**src/rtl/dmem_pkg.sv**
```systemverilog
// Shared definitions for the data-memory arbiter: strobe codes, FSM states
// and the access legality check.
package dmem_pkg;

    localparam logic [2:0] STRB_B  = 3'b000;
    localparam logic [2:0] STRB_H  = 3'b001;
    localparam logic [2:0] STRB_W  = 3'b010;
    localparam logic [2:0] STRB_BU = 3'b100;
    localparam logic [2:0] STRB_HU = 3'b101;

    typedef enum logic [1:0] {
        IDLE,
        ACCESS,
        RESP
    } dmem_state_e;

    // Returns 1 when the access must be rejected. Only the two low address
    // bits matter for alignment. Unsigned codes are meaningless for stores.
    function automatic logic dmem_misaligned(input logic [2:0] strb,
                                             input logic [1:0] addr,
                                             input logic       we);
        logic err;
        err = 1'b0;
        if (strb == 3'b011 || strb == 3'b110 || strb == 3'b111) err = 1'b1;
        if (we && strb[2])                                   err = 1'b1;
        if (strb[1:0] == 2'b01 && addr[0])                   err = 1'b1;
        if (strb == STRB_W && addr != 2'b00)                 err = 1'b1;
        return err;
    endfunction

endpackage

```
**src/rtl/dmem_rr_arb2.sv**
```systemverilog
// Two-way round-robin grant. A lone requester always wins; on a tie the
// master that was not granted last wins. Output is one-hot or zero.
module dmem_rr_arb2 (
    input  logic [1:0] valid,
    input  logic       last_grant,
    output logic [1:0] gnt
);

    // Master 0 wins a tie when master 1 was served last, and vice versa.
    always_comb begin
        gnt    = 2'b00;
        gnt[0] = valid[0] & (~valid[1] | last_grant);
        gnt[1] = valid[1] & (~valid[0] | ~last_grant);
    end

endmodule

```
**src/rtl/dmem_arbiter.sv**
```systemverilog
// Two-master arbiter/sequencer in front of the byte-addressed data RAM.
// One transaction in flight: IDLE (accept) -> ACCESS (touch RAM) -> RESP.
module dmem_arbiter
    import dmem_pkg::*;
#(
    parameter int AW = 8,
    parameter int DW = 32
) (
    input  logic                clk,
    input  logic                reset_n,
    input  logic [1:0]          m_req_valid,
    output logic [1:0]          m_req_ready,
    input  logic [1:0]          m_req_we,
    input  logic [1:0][2:0]     m_req_strb,
    input  logic [1:0][AW-1:0]  m_req_addr,
    input  logic [1:0][DW-1:0]  m_req_wdata,
    output logic [1:0]          m_rsp_valid,
    input  logic [1:0]          m_rsp_ready,
    output logic [DW-1:0]       m_rsp_rdata,
    output logic                m_rsp_err,
    output logic                ram_we,
    output logic [2:0]          ram_strb,
    output logic [AW-1:0]       ram_addr,
    output logic [DW-1:0]       ram_wdata,
    input  logic [DW-1:0]       ram_rdata
);

    dmem_state_e   state_q, state_d;
    logic [1:0]    gnt;
    logic          sel;
    logic          accept;
    logic          hs;
    logic          last_grant_q;

    logic          we_q;
    logic [2:0]    strb_q;
    logic [AW-1:0] addr_q;
    logic [DW-1:0] wdata_q;
    logic          owner_q;
    logic          err;

    logic [DW-1:0] rdata_q;
    logic          rerr_q;

    dmem_rr_arb2 u_arb (
        .valid      (m_req_valid),
        .last_grant (last_grant_q),
        .gnt        (gnt)
    );

    assign sel    = gnt[1];
    assign accept = (state_q == IDLE) && (|m_req_valid);
    assign err    = dmem_misaligned(strb_q, addr_q[1:0], we_q);

    // RAM address/strobe/data always reflect the latched request so the RAM
    // never sees a glitch; only the write enable is qualified by state.
    assign ram_strb    = strb_q;
    assign ram_addr    = addr_q;
    assign ram_wdata   = wdata_q;
    assign m_rsp_rdata = rdata_q;
    assign m_rsp_err   = rerr_q;

    // State register.
    always_ff @(posedge clk) begin
        if (!reset_n) state_q <= IDLE;
        else          state_q <= state_d;
    end

    // Next state and handshake outputs. Reset gates the ready and the RAM
    // write combinationally so nothing is accepted or written while it is low.
    always_comb begin
        state_d     = state_q;
        hs          = 1'b0;
        m_req_ready = 2'b00;
        m_rsp_valid = 2'b00;
        ram_we      = 1'b0;
        case (state_q)
            IDLE: begin
                m_req_ready = gnt & {2{reset_n}};
                if (|m_req_valid) state_d = ACCESS;
            end
            ACCESS: begin
                ram_we  = we_q & ~err & reset_n;
                state_d = RESP;
            end
            RESP: begin
                m_rsp_valid[owner_q] = 1'b1;
                if (m_rsp_ready[owner_q]) begin
                    hs      = 1'b1;
                    state_d = IDLE;
                end
            end
            default: state_d = IDLE;
        endcase
    end

    // Capture the granted master's request; it need not stay stable after.
    always_ff @(posedge clk) begin
        if (!reset_n) begin
            we_q    <= 1'b0;
            strb_q  <= 3'b000;
            addr_q  <= '0;
            wdata_q <= '0;
            owner_q <= 1'b0;
        end else if (accept) begin
            we_q    <= m_req_we[sel];
            strb_q  <= m_req_strb[sel];
            addr_q  <= m_req_addr[sel];
            wdata_q <= m_req_wdata[sel];
            owner_q <= sel;
        end
    end

    // Response register: load data only for clean loads, zero otherwise.
    always_ff @(posedge clk) begin
        if (!reset_n) begin
            rdata_q <= '0;
            rerr_q  <= 1'b0;
        end else if (state_q == ACCESS) begin
            rdata_q <= (!we_q && !err) ? ram_rdata : '0;
            rerr_q  <= err;
        end
    end

    // Round-robin history advances only when a response completes, so a
    // transaction dropped by reset does not count as served.
    always_ff @(posedge clk) begin
        if (!reset_n)  last_grant_q <= 1'b1;
        else if (hs)   last_grant_q <= owner_q;
    end

endmodule

```
**config.mk**
```make
export PLATFORM = sky130hd
export DESIGN_NAME = dmem_arbiter
export DESIGN_NICKNAME = d
export VERILOG_FILES = /design/src/rtl/dmem_pkg.sv /design/src/rtl/dmem_rr_arb2.sv /design/src/rtl/dmem_arbiter.sv
export SDC_FILE = /design/constraint.sdc
export NUM_CORES = 1
export LEC_CHECK = 0
export ABC_CLOCK_PERIOD_IN_PS = 1700
export BUFFER_PORTS_ARGS = -buffer_cell sky130_fd_sc_hd__buf_4
export CAP_MARGIN = 20
export CORE_ASPECT_RATIO = 0.7
export CORE_MARGIN = 2
export CORE_UTILIZATION = 30
export CTS_CLUSTER_SIZE = 20
export DETAILED_ROUTE_END_ITERATION = 8
export GPL_ROUTABILITY_DRIVEN = 0
export PLACE_DENSITY = 0.72
export SLEW_MARGIN = 20
export SYNTH_ARGS = -nofsm -noshare
export SYNTH_HDL_FRONTEND = slang
export SYNTH_SLANG_ARGS = --single-unit
export TNS_END_PERCENT = 100
```
**constraint.sdc**
```tcl
create_clock -name clk -period 1.7 [get_ports clk]
set_clock_uncertainty 0.05 [all_clocks]
set_input_delay 0.085 -clock clk [delete_from_list [all_inputs] [get_ports clk]]
set_output_delay 0.085 -clock clk [all_outputs]
set_load 0.05 [all_outputs]
```
==> results of run 1 <==
## final cells by class
cell class              count  share of cell area
well taps                 153              0.0288
clock inverters             7              0.0160
diodes                      1            0.000377
inverters                   2             0.00113
clock buffers               9              0.0339
flip-flops and latches     81               0.244
multi-input cells         245               0.232
repair buffers            348               0.443
## through the flow
step                power, mW  utilization  cells
detailed placement       4.18        0.467    709
global route             6.82        0.610    845
global placement         4.14        0.467    709
floorplan                3.44            -    364
CTS                      6.56        0.608    845
finish                   6.56        0.610    846
## per-layer routing
metal	vias up	global-route usage	routed length, microns
li1	1985	-	-
met1	1950	0.257	5570
met2	207	0.386	6710
met3	34	0.0665	988
met4	0	0.0923	386
met5	-	0	0
## placed cells by master, fill, tap and decap left out, types with 2 or more instances in the layout
cell and count:
a311oi_1 44, bufinv_16 2, inv_1 2, a21bo_2 2
nand2_1 92, nor2b_1 2, dfxtp_1 80, o21ai_0 2
dlygate4sd3_1 120, a21oi_1 49, and2_1 2, a22o_1 3
inv_6 3, nor2_1 2, buf_4 222, buf_6 5
clkbuf_16 9, nand3b_1 2, a22o_2 29
## cells by family (layout without fill, tap and decap cells)
group / after synthesis / in the layout
compound gates: 135 / 135
buf+inv: 38 / 366
flops: 81 / 81
mux: 1 / 1
other cells: 0 / 1
simple gates: 109 / 109
## timing repair
action,in CTS,in global routing
hold buffers,120,0
endpoints found under the setup margin,1,4
hold endpoints to repair,78,0
resized for setup,1,5
## state kept, by name, indices dropped and copies added (netlist names)
| signal | cells |
|---|---|
| ram_addr | 8 |
| m_rsp_rdata | 32 |
| we_q | 1 |
| last_grant_q | 1 |
| state_q | 2 |
| owner_q | 1 |
| m_rsp_err | 1 |
| ram_wdata | 32 |
| ram_strb | 3 |
## where the power goes
part | total (mW) | leakage, nW | internal [mW] | switching, mW
Clock | 2.15 | 0.163 | 1.31 | 0.832
Sequential | 2.23 | 0.667 | 2.10 | 0.135
Combinational | 2.18 | 2.18 | 0.904 | 1.28
## how the worst max path moves through the flow
stage,startpoint,depth (start not counted),to,slack [ns]
after global placement,ram_strb[2],4,m_rsp_rdata[28],0.25
final,ram_strb[0],5,ram_we,0.05
after CTS,ram_strb[0],5,ram_we,0.01
after global routing,ram_strb[0],5,ram_we,-0.02
after detailed placement,last_grant_q,4,ram_wdata[20],0.18
after floorplan,state_q[0],5,m_req_ready[0],-0.04
## worst min-delay path: cells and delay by family
kind	cells	cell delay, ns
simple gates	1	0.05
buf+inv	1	0.11
compound gates	1	0.09
==> results by group, run 1 <==
Floorplan
  • # rows: 32
  • Initial core utilization: 0.304
  • IO Pins: 207
  • Chip height: 91.9 microns
  • Die Wd: roughly 130 microns
  • Die area: 11900 sq um
  • Std-Cell Core Area: 10900 sq um

Clock tree
  • CTS tree: done
  • Worst skew pair latency: around 0.33 ns
  • CTS H-Tree Depth: 3
  • Postcts setup bufs: 0
  • Worst-path clk slew: ~0.06 ns
  • Root buffer cell: clkbuf_16
  • Clock Sinks: 81
  • CTS Buffer Depth: 2
  • CTS Buf Count: 9

Global route
  • First-pass GRT wire length: 21200 microns
  • Total gr overflow: 0
  • Initial antenna violation count: 0
  • Gr usage total: 0.224
  • Largest net degree at the start of global routing: 35
  • Via count of the first global-routing pass: 4317

Placement
  • I/O Buffers: 206
  • Final HPWL DP: 8380 microns
  • Pre-CTS setup slack: 0.183 ns
  • Cell Area, Placed: 5090 sq um

Setup path
  • Worst reg-to-reg setup slack: 0.13 ns
  • Worst R2R Path Depth: 4
  • CP delay by family, top: compound AO/OA/AOI/OAI gates
  • Critical-path top delay cell: dfxtp_2
  • FF-to-FF Start: last_grant_q
  • CP Data Arrival Time: 1.51 ns
  • Worst path max stage delay: 0.33 ns
  • CP endpoint kind: output pin
  • Critical Path RT: 1.56 ns
  • Critical Path Start Type: flop
  • Reg2reg end: ram_wdata[27]
  • Kind of critical path: flop to output pin
  • Buf/Inv on CP: 2
  • CP dominant cell by count: buf_6
  • CP Cell Sequence: buf_6 -> o21a_1 -> o22a_1 -> nor4_4 -> buf_6
  • Worst-path fanout max: 6

STA
  • Worst hold margin: 0.00311 ns
  • Final Cycle Share: 0.969
  • Rel. slew slack: 0.744
  • Final setup margin: 0.0520 ns
  • Worst-Margin Slew: 0.385 ns
  • RSZ-0062 raised after global routing: yes
  • Setup total negative slack: 0 ns
  • Fin. max-slew vios: 0
  • Final setup fails: 0
  • Achievable Freq: 607 MHz
  • Min cycle time layout: 1.65 ns
  • Hold Fails Final Rpt: 0

Cells and area
  • Share of post-route cells with drive strength above 1: 0.413
  • Final Cell Area: 6640 sq um
  • Storage cell area: 1620 sq um
  • Nets: a little over 800
  • Area Growth Syn to Fin: 100%
  • Multi-input gate area: around 1500 sq um
  • # fillers: 880

Logic synthesis
  • Synth Area in XOR/XNOR: 0
  • Area fraction in and, or, nand and nor cells after synthesis: 0.139
  • Top-area cell type share of the netlist area: 0.489
  • Main combinational cell family by area after synthesis: compound AO/OA/AOI/OAI gates
  • Post-synthesis mux area share: 0.00302
  • Post-synth ARST share: 0
  • Post-synth EDFFs: 0
  • Synth Net Count: slightly below 500
  • Post-Synth Adder-Cell Area: 0
  • Synth area leader: dfxtp_1
  • Mean Syn Cell Area: 9.10 sq um
  • Cell variety after synth: 31
  • Top FF cell, synth: dfxtp_1
  • Post-synthesis sequential area ratio: 0.489
  • Commonest cells in the netlist: nand2_1, dfxtp_1, a21oi_1, a311oi_1, a22o_2
  • Most common cell in the netlist: nand2_1
  • Mapped Area: about 3300 sq um
  • Synth Area in Compound Gates: 0.314
  • Register bit count reported by yosys: 81
  • Top post-synthesis cells by area: dfxtp_1, a311oi_1, nand2_1
  • Synthesized netlist cell count: roughly 360
  • Warnings, synthesis: 0

Route
  • Final WL: approximately 14000 microns
  • Via count: around 4.2k
  • Avg Vias per Cell: 4.94
  • DRC viols: 0
  • Iteration count of the initial detailed-routing pass: 4
  • Iteration-0 DRC Markers: 209
  • Number of routed nets with antenna violations: 0
  • Per-cell routed wire length: 16.1 microns

Run status
  • Status: complete, no violations

Min path
  • Hold Crit Depth: 3
  • Worst min-delay path startpoint: m_req_wdata[20]
  • Hold crit path type: input port to flop
  • Hold path endpoint: ram_wdata[20]

Power and ir drop
  • Leak pwr: 3.01 nW
  • Power per cell area: 987 nW/um^2
  • VDD IR max: 0.700 mV

Flow run
  • Max-cap violations: 0
(Power assumes the default switching activity.)
==> inputs of run 2 (changes only) <==
- ABC_CLOCK_PERIOD_IN_PS: 1700 -> 1510
- MAX_ROUTING_LAYER: default -> met4
- PLACE_DENSITY: 0.72 -> 0.74
- clock period: 1.7 -> 1.51 ns (I/O delays scaled with it)
==> results by group, run 2 (synthesis results as in run 1) <==
Setup path
  • Worst path max stage delay: 0.36 ns (+0.03 ns)
  • CP endpoint kind: output pin
  • Critical-path top delay cell: dfxtp_2
  • Kind of critical path: flop to output pin
  • Worst-path fanout max: 7 (+1)
  • CP Cell Sequence: o21a_1 -> o22a_1 -> nor4_4 -> buf_6
  • Critical Path Start Type: flop
  • CP Data Arrival Time: 1.50 ns (about the same)
  • Critical Path RT: 1.38 ns (-0.18 ns)

STA
  • Fin. max-slew vios: 0 (unchanged)
  • Min cycle time layout: 1.63 ns
  • Worst-Margin Slew: 0.517 ns (+0.132 ns)
  • Final Cycle Share: 1.08
  • Achievable Freq: about 610 MHz
  • Rel. slew slack: 0.656 (-0.0880)
  • Hold Fails Final Rpt: 0 (unchanged)
  • Final setup margin: -0.120 ns (-0.172 ns)
  • Final setup fails: 33 (+33)
  • RSZ-0062 raised after global routing: yes

Placement
  • I/O Buffers: 206 (unchanged)
  • Final HPWL DP: 8100 microns (-3.4%)
  • Cell Area, Placed: 5170 sq um (+1.5%)
  • Placed insts: 706 (-0.42%)

Clock tree
  • Clock Sinks: 81 (unchanged)
  • CTS Buffer Depth: 2 (unchanged)
  • Worst skew pair latency: 0.34 ns (about the same)
  • Worst-path clk slew: 0.06 ns (about the same)
  • CTS tree: done
  • CTS H-Tree Depth: 3 (unchanged)
  • CTS Buf Count: 9 (unchanged)
  • Root buffer cell: clkbuf_16

Route
  • Final WL: 15500 microns (+14%)
  • DRC viols: 0 (unchanged)
  • Via count: 4428 (+6.0%)
  • Per-cell routed wire length: 18.1 microns (+12%)
  • Iteration-0 DRC Markers: 241 (+15%)
  • Iteration count of the initial detailed-routing pass: 5 (+1)
  • Number of routed nets with antenna violations: 0 (unchanged)
  • Avg Vias per Cell: 5.15 (+4.4%)

Floorplan
  • Initial core utilization: 0.304 (unchanged)
  • Chip height: 91.9 microns (unchanged)
  • IO Pins: 207 (unchanged)
  • Die Wd: 130 microns (unchanged)
  • # rows: 32 (unchanged)
  • Std-Cell Core Area: 10900 sq um (unchanged)
  • Die area: 11900 sq um (unchanged)

Cells and area
  • Fin cells: 859 (+1.5%)
  • # fillers: 808 (-8.2%)
  • Most frequent cells in the layout: buf_4, dlygate4sd3_1, nand2_1, dfxtp_1, a21oi_1
  • Commonest non-fill, non-tap cell in the layout: buf_4
  • Fin util: 0.656 (+0.0463)
  • Antenna cells: 0 (-1)
  • Share of post-route cells with drive strength above 1: 0.441 (+0.0272)
  • Nets: 827 (+1.7%)
  • Area Growth Syn to Fin: 116%
  • Final Cell Area: 7150 sq um (+7.6%)

Run status
  • Failing checks: negative setup slack
  • Status: finished with violations

Global route
  • First-pass GRT wire length: 21800 microns (+2.7%)
  • Total gr overflow: 0 (unchanged)
  • Largest net degree at the start of global routing: 48 (+37%)
  • Gr usage total: 0.241 (+0.0174)
  • Via count of the first global-routing pass: 4516 (+4.6%)
  • Initial antenna violation count: 0 (unchanged)

Min path
  • Hold crit path type: input port to flop

Power and ir drop
  • VDD IR max: 0.595 mV (-15%)
  • Power per cell area: 1030 nW/um^2 (+4.0%)
  • Pwr Total: 7.34 mW (+12%)
  • Leak pwr: 3.29 nW (+9.3%)

Flow run
  • Max-cap violations: 0 (unchanged)
==> run 2: cell types whose count changed in the layout (fill, tap and decap cells not counted), sizes merged <==
cell,before,now
clkinvlp,0,2
inv,6,5
dlygate4sd3,120,122
diode,1,0
clkbuf,9,12
clkinv,1,2
buf,228,236
bufinv,2,0
bufbuf,0,1
==> run 2: final timing paths <==
check                                startpoint               to  slack, ns  cells after the start
worst max-delay path                ram_strb[0]           ram_we      -0.12                      4
worst min-delay path              m_req_strb[2]      ram_strb[2]       0.13                      4
worst max register to register      ram_addr[0]  m_rsp_rdata[12]      -0.10                      5
worst min register to register  m_rsp_rdata[19]  m_rsp_rdata[19]       0.43                      1
==> run 2: area by class of cell <==
class / instances / area [sq um] / share of cell area
repair buffers: 362 / 3240 / 0.453
multi-input cells: 245 / 1790 / 0.251
flip-flops and latches: 81 / 1640 / 0.230
clock buffers: 9 / 225 / 0.0315
well taps: 153 / 191 / 0.0268
clock inverters: 7 / 52.6 / 0.00735
inverters: 2 / 7.51 / 0.00105
==> run 2: where the power goes <==
part	total [mW]	switching (mW)	internal, mW
Clock	2.06	0.931	1.13
Combinational	2.75	1.54	1.21
Sequential	2.54	0.169	2.37
Total	7.34	2.64	4.70
==> run 2: what timing repair did <==
item | 4_1_cts | 5_1_grt
setup buffers | 4 | 6
setup endpoints to repair | 37 | 45
hold buffers | 122 | 0
gates resized for setup | 10 | 37
cloned | 1 | 4
pin swaps | 2 | 8
hold endpoints to repair | 78 | 0
==> run 2: layer usage <==
metal / GRT usage / vias to the layer above / part of all wire / wire length (microns)
met1: 0.253 / 2084 / 0.38 / 5910
li1: - / 2020 / - / -
met4: 0.136 / 0 / 0.046 / 709
met3: 0.0601 / 66 / 0.067 / 1040
met5: - / - / 0 / 0
met2: 0.413 / 258 / 0.51 / 7870
==> run 2: per-stage QoR <==
stage	setup TNS, ns	hold WS [ns]	worst slack (ns)
after floorplan	-1.66	0.102	-0.0547
after global placement	0	0.246	0.0143
after detailed placement	-0.748	0.253	-0.0397
after CTS	-1.13	0.0766	-0.123
after global routing	-2.95	0.124	-0.179
final	-1.96	0.131	-0.120
==> run 2: worst max-delay path, delay by kind of cell, from the launching register on <==
family	cells	cell delay, ns
AND/OR/NAND/NOR	1	0.24
AO/OA/AOI/OAI	2	0.38
buffers and inverters	1	0.20
flip-flops	1	0.36
